**src/rtl/mux_2to1.sv**
```systemverilog
// Single-bit 2:1 select; the arbiter replicates it across the payload width.
module mux_2to1 (
    input  logic a,
    input  logic b,
    input  logic sel,
    output logic y
);

    assign y = sel ? b : a;

endmodule

```
**src/rtl/rr_arb_2to1.sv**
```systemverilog
// Two-input round-robin arbiter feeding a single registered output slot.
// Contending inputs alternate; a stalled output freezes arbitration history.
module rr_arb_2to1 #(
    parameter int WIDTH = 8
) (
    input  logic             clk,
    input  logic             rst_n,
    input  logic             in0_valid,
    input  logic [WIDTH-1:0] in0_data,
    output logic             in0_ready,
    input  logic             in1_valid,
    input  logic [WIDTH-1:0] in1_data,
    output logic             in1_ready,
    output logic             out_valid,
    output logic [WIDTH-1:0] out_data,
    input  logic             out_ready,
    output logic             out_src
);

    typedef enum logic {
        ST_EMPTY = 1'b0,
        ST_FULL  = 1'b1
    } out_state_e;

    out_state_e       state_q, state_d;
    logic [WIDTH-1:0] out_data_q, out_data_d;
    logic             out_src_q, out_src_d;
    logic             last_grant_q, last_grant_d;

    logic             grant_valid_s;
    logic             grant_idx_s;
    logic             can_load_s;
    logic             load_s;
    logic [WIDTH-1:0] sel_data_s;

    // Grant selection: lone requester wins, contention goes to the input not served last.
    always_comb begin
        grant_valid_s = 1'b0;
        grant_idx_s   = 1'b0;
        case ({in1_valid, in0_valid})
            2'b01:   begin grant_valid_s = 1'b1; grant_idx_s = 1'b0;          end
            2'b10:   begin grant_valid_s = 1'b1; grant_idx_s = 1'b1;          end
            2'b11:   begin grant_valid_s = 1'b1; grant_idx_s = ~last_grant_q; end
            default: begin grant_valid_s = 1'b0; grant_idx_s = 1'b0;          end
        endcase
    end

    // Ready generation; rst_n gates both readys so nothing is accepted during reset.
    always_comb begin
        can_load_s = (state_q == ST_EMPTY) || out_ready;
        load_s     = rst_n && can_load_s && grant_valid_s;
        in0_ready  = load_s && (grant_idx_s == 1'b0);
        in1_ready  = load_s && (grant_idx_s == 1'b1);
    end

    for (genvar i = 0; i < WIDTH; i++) begin : g_sel_mux
        mux_2to1 u_mux (
            .a   (in0_data[i]),
            .b   (in1_data[i]),
            .sel (grant_idx_s),
            .y   (sel_data_s[i])
        );
    end

    // Output slot next-state: load on transfer, drain when consumed, otherwise hold.
    always_comb begin
        state_d      = state_q;
        out_data_d   = out_data_q;
        out_src_d    = out_src_q;
        last_grant_d = last_grant_q;
        if (load_s) begin
            state_d      = ST_FULL;
            out_data_d   = sel_data_s;
            out_src_d    = grant_idx_s;
            last_grant_d = grant_idx_s;
        end else if ((state_q == ST_FULL) && out_ready) begin
            state_d = ST_EMPTY;
        end else begin
            state_d = state_q;
        end
    end

    // State and output registers; last_grant resets to 1 so in0 wins the first contention.
    always_ff @(posedge clk) begin
        if (!rst_n) begin
            state_q      <= ST_EMPTY;
            out_data_q   <= {WIDTH{1'b0}};
            out_src_q    <= 1'b0;
            last_grant_q <= 1'b1;
        end else begin
            state_q      <= state_d;
            out_data_q   <= out_data_d;
            out_src_q    <= out_src_d;
            last_grant_q <= last_grant_d;
        end
    end

    assign out_valid = (state_q == ST_FULL);
    assign out_data  = out_data_q;
    assign out_src   = out_src_q;

endmodule
```
**config.mk**
```make
export PLATFORM = sky130hd
export DESIGN_NAME = rr_arb_2to1
export DESIGN_NICKNAME = d
export VERILOG_FILES = /design/src/rtl/mux_2to1.sv /design/src/rtl/rr_arb_2to1.sv
export SDC_FILE = /design/constraint.sdc
export NUM_CORES = 1
export LEC_CHECK = 0
export CORE_UTILIZATION = 37
export DETAILED_ROUTE_END_ITERATION = 16
export PLACE_DENSITY = 0.9
export SLEW_MARGIN = 20
export SYNTH_ARGS = -nofsm -noshare
export SYNTH_HDL_FRONTEND = slang
export SYNTH_SLANG_ARGS = --single-unit
export TNS_END_PERCENT = 10
```
**constraint.sdc**
```tcl
create_clock -name clk -period 2.5 [get_ports clk]
set_input_delay 0.375 -clock clk [delete_from_list [all_inputs] [get_ports clk]]
set_output_delay 0.375 -clock clk [all_outputs]
set_load 0.03 [all_outputs]
```
### Yosys cells after proc, flatten, opt, wreduce, memory -nomap -nowiden

Index checks and enable logic that the tools add are counted.

* bitwise logic cells: 3
* reductions and logical operators: 8
* equality and inequality tests: 3
* muxes and demuxes: 12

Operators with widths (count)
* 1-bit two-way mux: 11
* 1-bit logical AND: 5
* 2-bit == test, second input constant: 2
* 1-bit inverter: 3
* 3-bit OR reduction: 1
* 2-bit by 1-bit == test with 1-bit output, second input constant: 1
* 1-bit one-hot mux with 2 select lines: 1
* 2-bit nonzero test: 1
* 1-bit logical OR: 1

* register bits: 11
* output and inout bits: 12
* word-level logic and storage cells: 30
* input bits: 21

### Logic depth before layout (Yosys ltp)

* depth after elaboration: 5
* depth in mapped cells: 4
* gate-level depth less buffers: 3

### Cells and area by module

From an unflattened synthesis, not the netlist that was laid out.

* cell total of the unflattened synthesis: 55
* area total of the unflattened synthesis: 586.8 um2

Modules (own cells, without submodules)
* rr_arb_2to1: area each 466.7 um2, seq. area each 220.2 um2, cells an instance 47, instances 1
* mux_2to1: area each 15.0 um2, seq. area each 0.0 um2, cells an instance 1, instances 8

### Worst setup path after synthesis

No wires, ideal clock.

* path type: flip-flop to output port
* start: register state_q (netlist: out_valid)
* end: output port in0_ready
* buffers on the path: 1
* cell stages (with the launch flop): 5
* data arrival time: 1.259 ns
* required time: 2.125 ns
* path slack: 0.866 ns
* path through: dfxtp_1 > nand2b_1 > buf_2 > nand3_1 > nor2_1

* longest elaborated chain between the ends: 5

RTL lines
* start, declared: RTL line rr_arb_2to1.sv:25 `out_state_e state_q, state_d;`
* start signal, assigned: RTL line rr_arb_2to1.sv:91 `state_q <= state_d;`
* 1-bit inverter: RTL line rr_arb_2to1.sv:50 `can_load_s = (state_q == ST_EMPTY) || out_ready;`
* 1-bit logical OR: RTL line rr_arb_2to1.sv:50
* 1-bit logical AND (2 in a row): RTL line rr_arb_2to1.sv:51 `load_s = rst_n && can_load_s && grant_valid_s;`
* 1-bit logical AND: RTL line rr_arb_2to1.sv:52 `in0_ready = load_s && (grant_idx_s == 1'b0);`
* end, declared: RTL line rr_arb_2to1.sv:10 `output logic in0_ready,`

Every way passes these cells.

### Worst setup path in the final report

* start: input port in0_valid
* end: output port in1_ready

* longest elaborated chain between the ends: 5
* elaborated cells on any way between the ends: 8
* those cells by class: 3 x eq/ne; 2 x mux; 3 x reduce/logical

RTL lines
* start, declared: RTL line rr_arb_2to1.sv:8 `input logic in0_valid,`
* 2-bit == test or 2-bit by 1-bit == test with 1-bit output (tied branches): RTL line rr_arb_2to1.sv:40 `case ({in1_valid, in0_valid})`
* 3-bit OR reduction (no source line)
* 1-bit two-way mux: RTL line rr_arb_2to1.sv:40
* 1-bit logical AND: RTL line rr_arb_2to1.sv:51
* 1-bit logical AND (*): RTL line rr_arb_2to1.sv:53 `in1_ready = load_s && (grant_idx_s == 1'b1);`
* end, declared: RTL line rr_arb_2to1.sv:13 `output logic in1_ready,`

Every way passes the cells marked *; elsewhere a longest branch is shown, timed or not.

==> flow_metrics.tcl <==
set metrics [dict create \
    outcome "finished, final reports clean" \
    cts-root-buf "clkbuf_4" \
    ant_nets 0 \
    initial_core_util_pct 40.65 \
    wl_met3_um 81 \
    dieArea_um2 1604 \
    dr_wl_met2_um 786 \
    hold_path_class "register to register" \
    rows 13 \
    path_max_fanout 12 \
    grt_pass1_wl_mm 2.332 \
    post_drt_wl_per_cell_um 13.30 \
    grt_pass1_vias 553 \
    setup_violations 0 \
    placed_cells 110 \
    synth_warnings 0 \
    final_area_um2 888.4 \
    path_class "primary input to primary output" \
    synth_edf_count 0 \
    rsz0062_at_grt "no" \
    routed.top_layer "met4" \
    cts_inserted_buffers 3 \
    synth_fp_nets 86 \
    cts-resized-gates 0 \
    endpoint_kind "primary output" \
    grt_antenna_before_repair 0 \
    drc 0 \
    seq_area_frac_synth_pct 41.12 \
    ctsLongestPathBuffers 2 \
    core-area_um2 1318 \
    drt-met1-wl_um 643 \
    stdcell_count 114 \
    cap_violations 0 \
    cts.clk_slew.worst_paths_ns 0.07 \
    numClockSinks 11 \
    p_int_mw 0.3251 \
    peakVddDrop_v 0.0004068 \
    worstHoldPathCells 2 \
    fin_hold_ws_ns 0.5290 \
    tightest_slew_ns 0.3902 \
    rr_worst_depth 4 \
    insertion_delay_ns 0.28 \
    arrival_ns 1.74 \
    vias 627 \
    syn_area_um2 535.5 \
    p_sw_mw 0.1480 \
    finalCriticalPeriod_ns 2.115 \
    ys.flop_type "dfxtp_1" \
    synth-seq-cells 11 \
    maxSlewHeadroom_pct 73.99 \
    fmax_mhz 472.8 \
    port_buffers 32 \
    power_density_nw_per_um2 532.6 \
    drive_gt1_share_pct 12.12 \
    dpl.hpwl_mm 1.084 \
    cp-start-kind "primary input" \
    power.leakage_nw 0.3464 \
    synth_area_per_cell_um2 8.239 \
    final_hold_viol_count 0 \
    synthArstFlopShare_pct 0 \
    synth_cell_type_count 21 \
    die_w_um 40.05 \
    setup_tns_ns 0 \
    worstPathRequired_ns 2.12 \
    place_area_um2 862.1 \
    dr.pass1.iters 4 \
    finClkSkew_ns 0.007476 \
    switching_share_pct 31.29 \
    postCtsSetupBuffers 0 \
    finalCritPeriodShare_pct 84.60 \
    io_pins 33 \
    cts_hold_buf 0 \
    fp.dieH_um 40.05 \
    synthCells 65 \
    wl_mm 1.516 \
    area_delta_synth_final_pct 65.89 \
    first_iter_violations 16 \
    cts_tree "built" \
    globalplace.congestion 0.7841 \
    clkPwrFrac_pct 27.0 \
    diodes 0 \
    nNetsFinal 121 \
    drv_slew 0 \
    grt-ovfl-total 0 \
    htree_levels 1 \
    grtUsageTotal_pct 22.09 \
    vias_per_cell 5.500 \
    comb_power_share_pct 31.3 \
    grt_max_degree 13 \
    seqPwrFrac_pct 41.7 \
    fill_cells 109 \
]
cell usage in the layout, fill, tap and decap left out:
master / instances
nor2_1: 2
o211ai_1: 1
dfxtp_1: 11
clkbuf_1: 1
a31oi_1: 8
a21oi_1: 2
and3_4: 1
nand3_1: 1
a21bo_2: 1
clkdlybuf4s50_1: 30
a31o_2: 1
inv_1: 3
a21boi_2: 1
nand4_1: 1
nand2_1: 16
a311oi_1: 8
or2_1: 1
clkinv_1: 1
clkbuf_4: 3
nand2b_1: 1
buf_4: 5
synthesized netlist by cell type (2+ instances only):
cell       n  area (um2)
a21oi_1    2       10.01
nor2_1     2       7.510
dfxtp_1   11       220.2
nand2_1   16       60.06
a31oi_1    8       50.05
inv_1      3       11.26
a311oi_1   8       70.07
buf_2      2       10.01
kinds of logic (layout without fill, tap and decap cells):
kind of cell | count (synthesis) | count (layout) | synth area share (%)
buf+inv | 9 | 43 | 8.409
compound gates | 22 | 22 | 31.31
simple gates | 23 | 23 | 19.16
flops | 11 | 11 | 41.12
critical path: stages:
cell             delay, ns
clkdlybuf4s50_1       0.53
or2_1                 0.37
nand4_1               0.22
inv_1                 0.09
buf_4                 0.15
layer usage:
layer | track usage [%] | up-vias
met5 | 0 | -
met4 | 2.586 | 0
met3 | 10.00 | 2
met2 | 38.71 | 17
met1 | 24.92 | 298
li1 | - | 310
through the flow:
step           util [%]  setup slack, ns  total power, mW
2_1_floorplan         -           0.8663           0.2781
3_3_place_gp      65.43           0.4408           0.3454
3_5_place_dp      65.43           0.4047           0.3481
4_1_cts           67.43           0.4047           0.4764
5_1_grt           67.43           0.2818           0.4948
6_report          67.43           0.3850           0.4731
area by class of cell:
class,instances,area (um2),share of cell area (%)
Clock buffer,4,26.28,2.958
Inverter,4,15.01,1.690
Multi-Input combinational cell,45,270.3,30.42
Sequential cell,11,220.2,24.79
Tap cell,15,18.77,2.113
Timing Repair Buffer,35,337.8,38.03
final timing paths:
check,from,endpoint,slack (ns)
max,in0_valid,in1_ready,0.39
min reg2reg,last_grant_q,last_grant_q,0.53
min,last_grant_q,last_grant_q,0.53
max reg2reg,out_valid,out_data[7],1.23
flip-flops by register name, indices dropped and copies added (netlist names):
signal        cells
out_data          8
last_grant_q      1
out_src           1
out_valid         1
power by group through the flow:
stage / Sequential (mW) / Clock (mW) / Combinational (mW)
6_report: 0.197 / 0.128 / 0.148
4_1_cts: 0.197 / 0.132 / 0.148
2_1_floorplan: 0.225 / 0 / 0.0528
5_1_grt: 0.199 / 0.136 / 0.160
3_3_place_gp: 0.201 / 0 / 0.144
3_5_place_dp: 0.201 / 0 / 0.147
No activity file was read; power rests on OpenSTA's default activity.
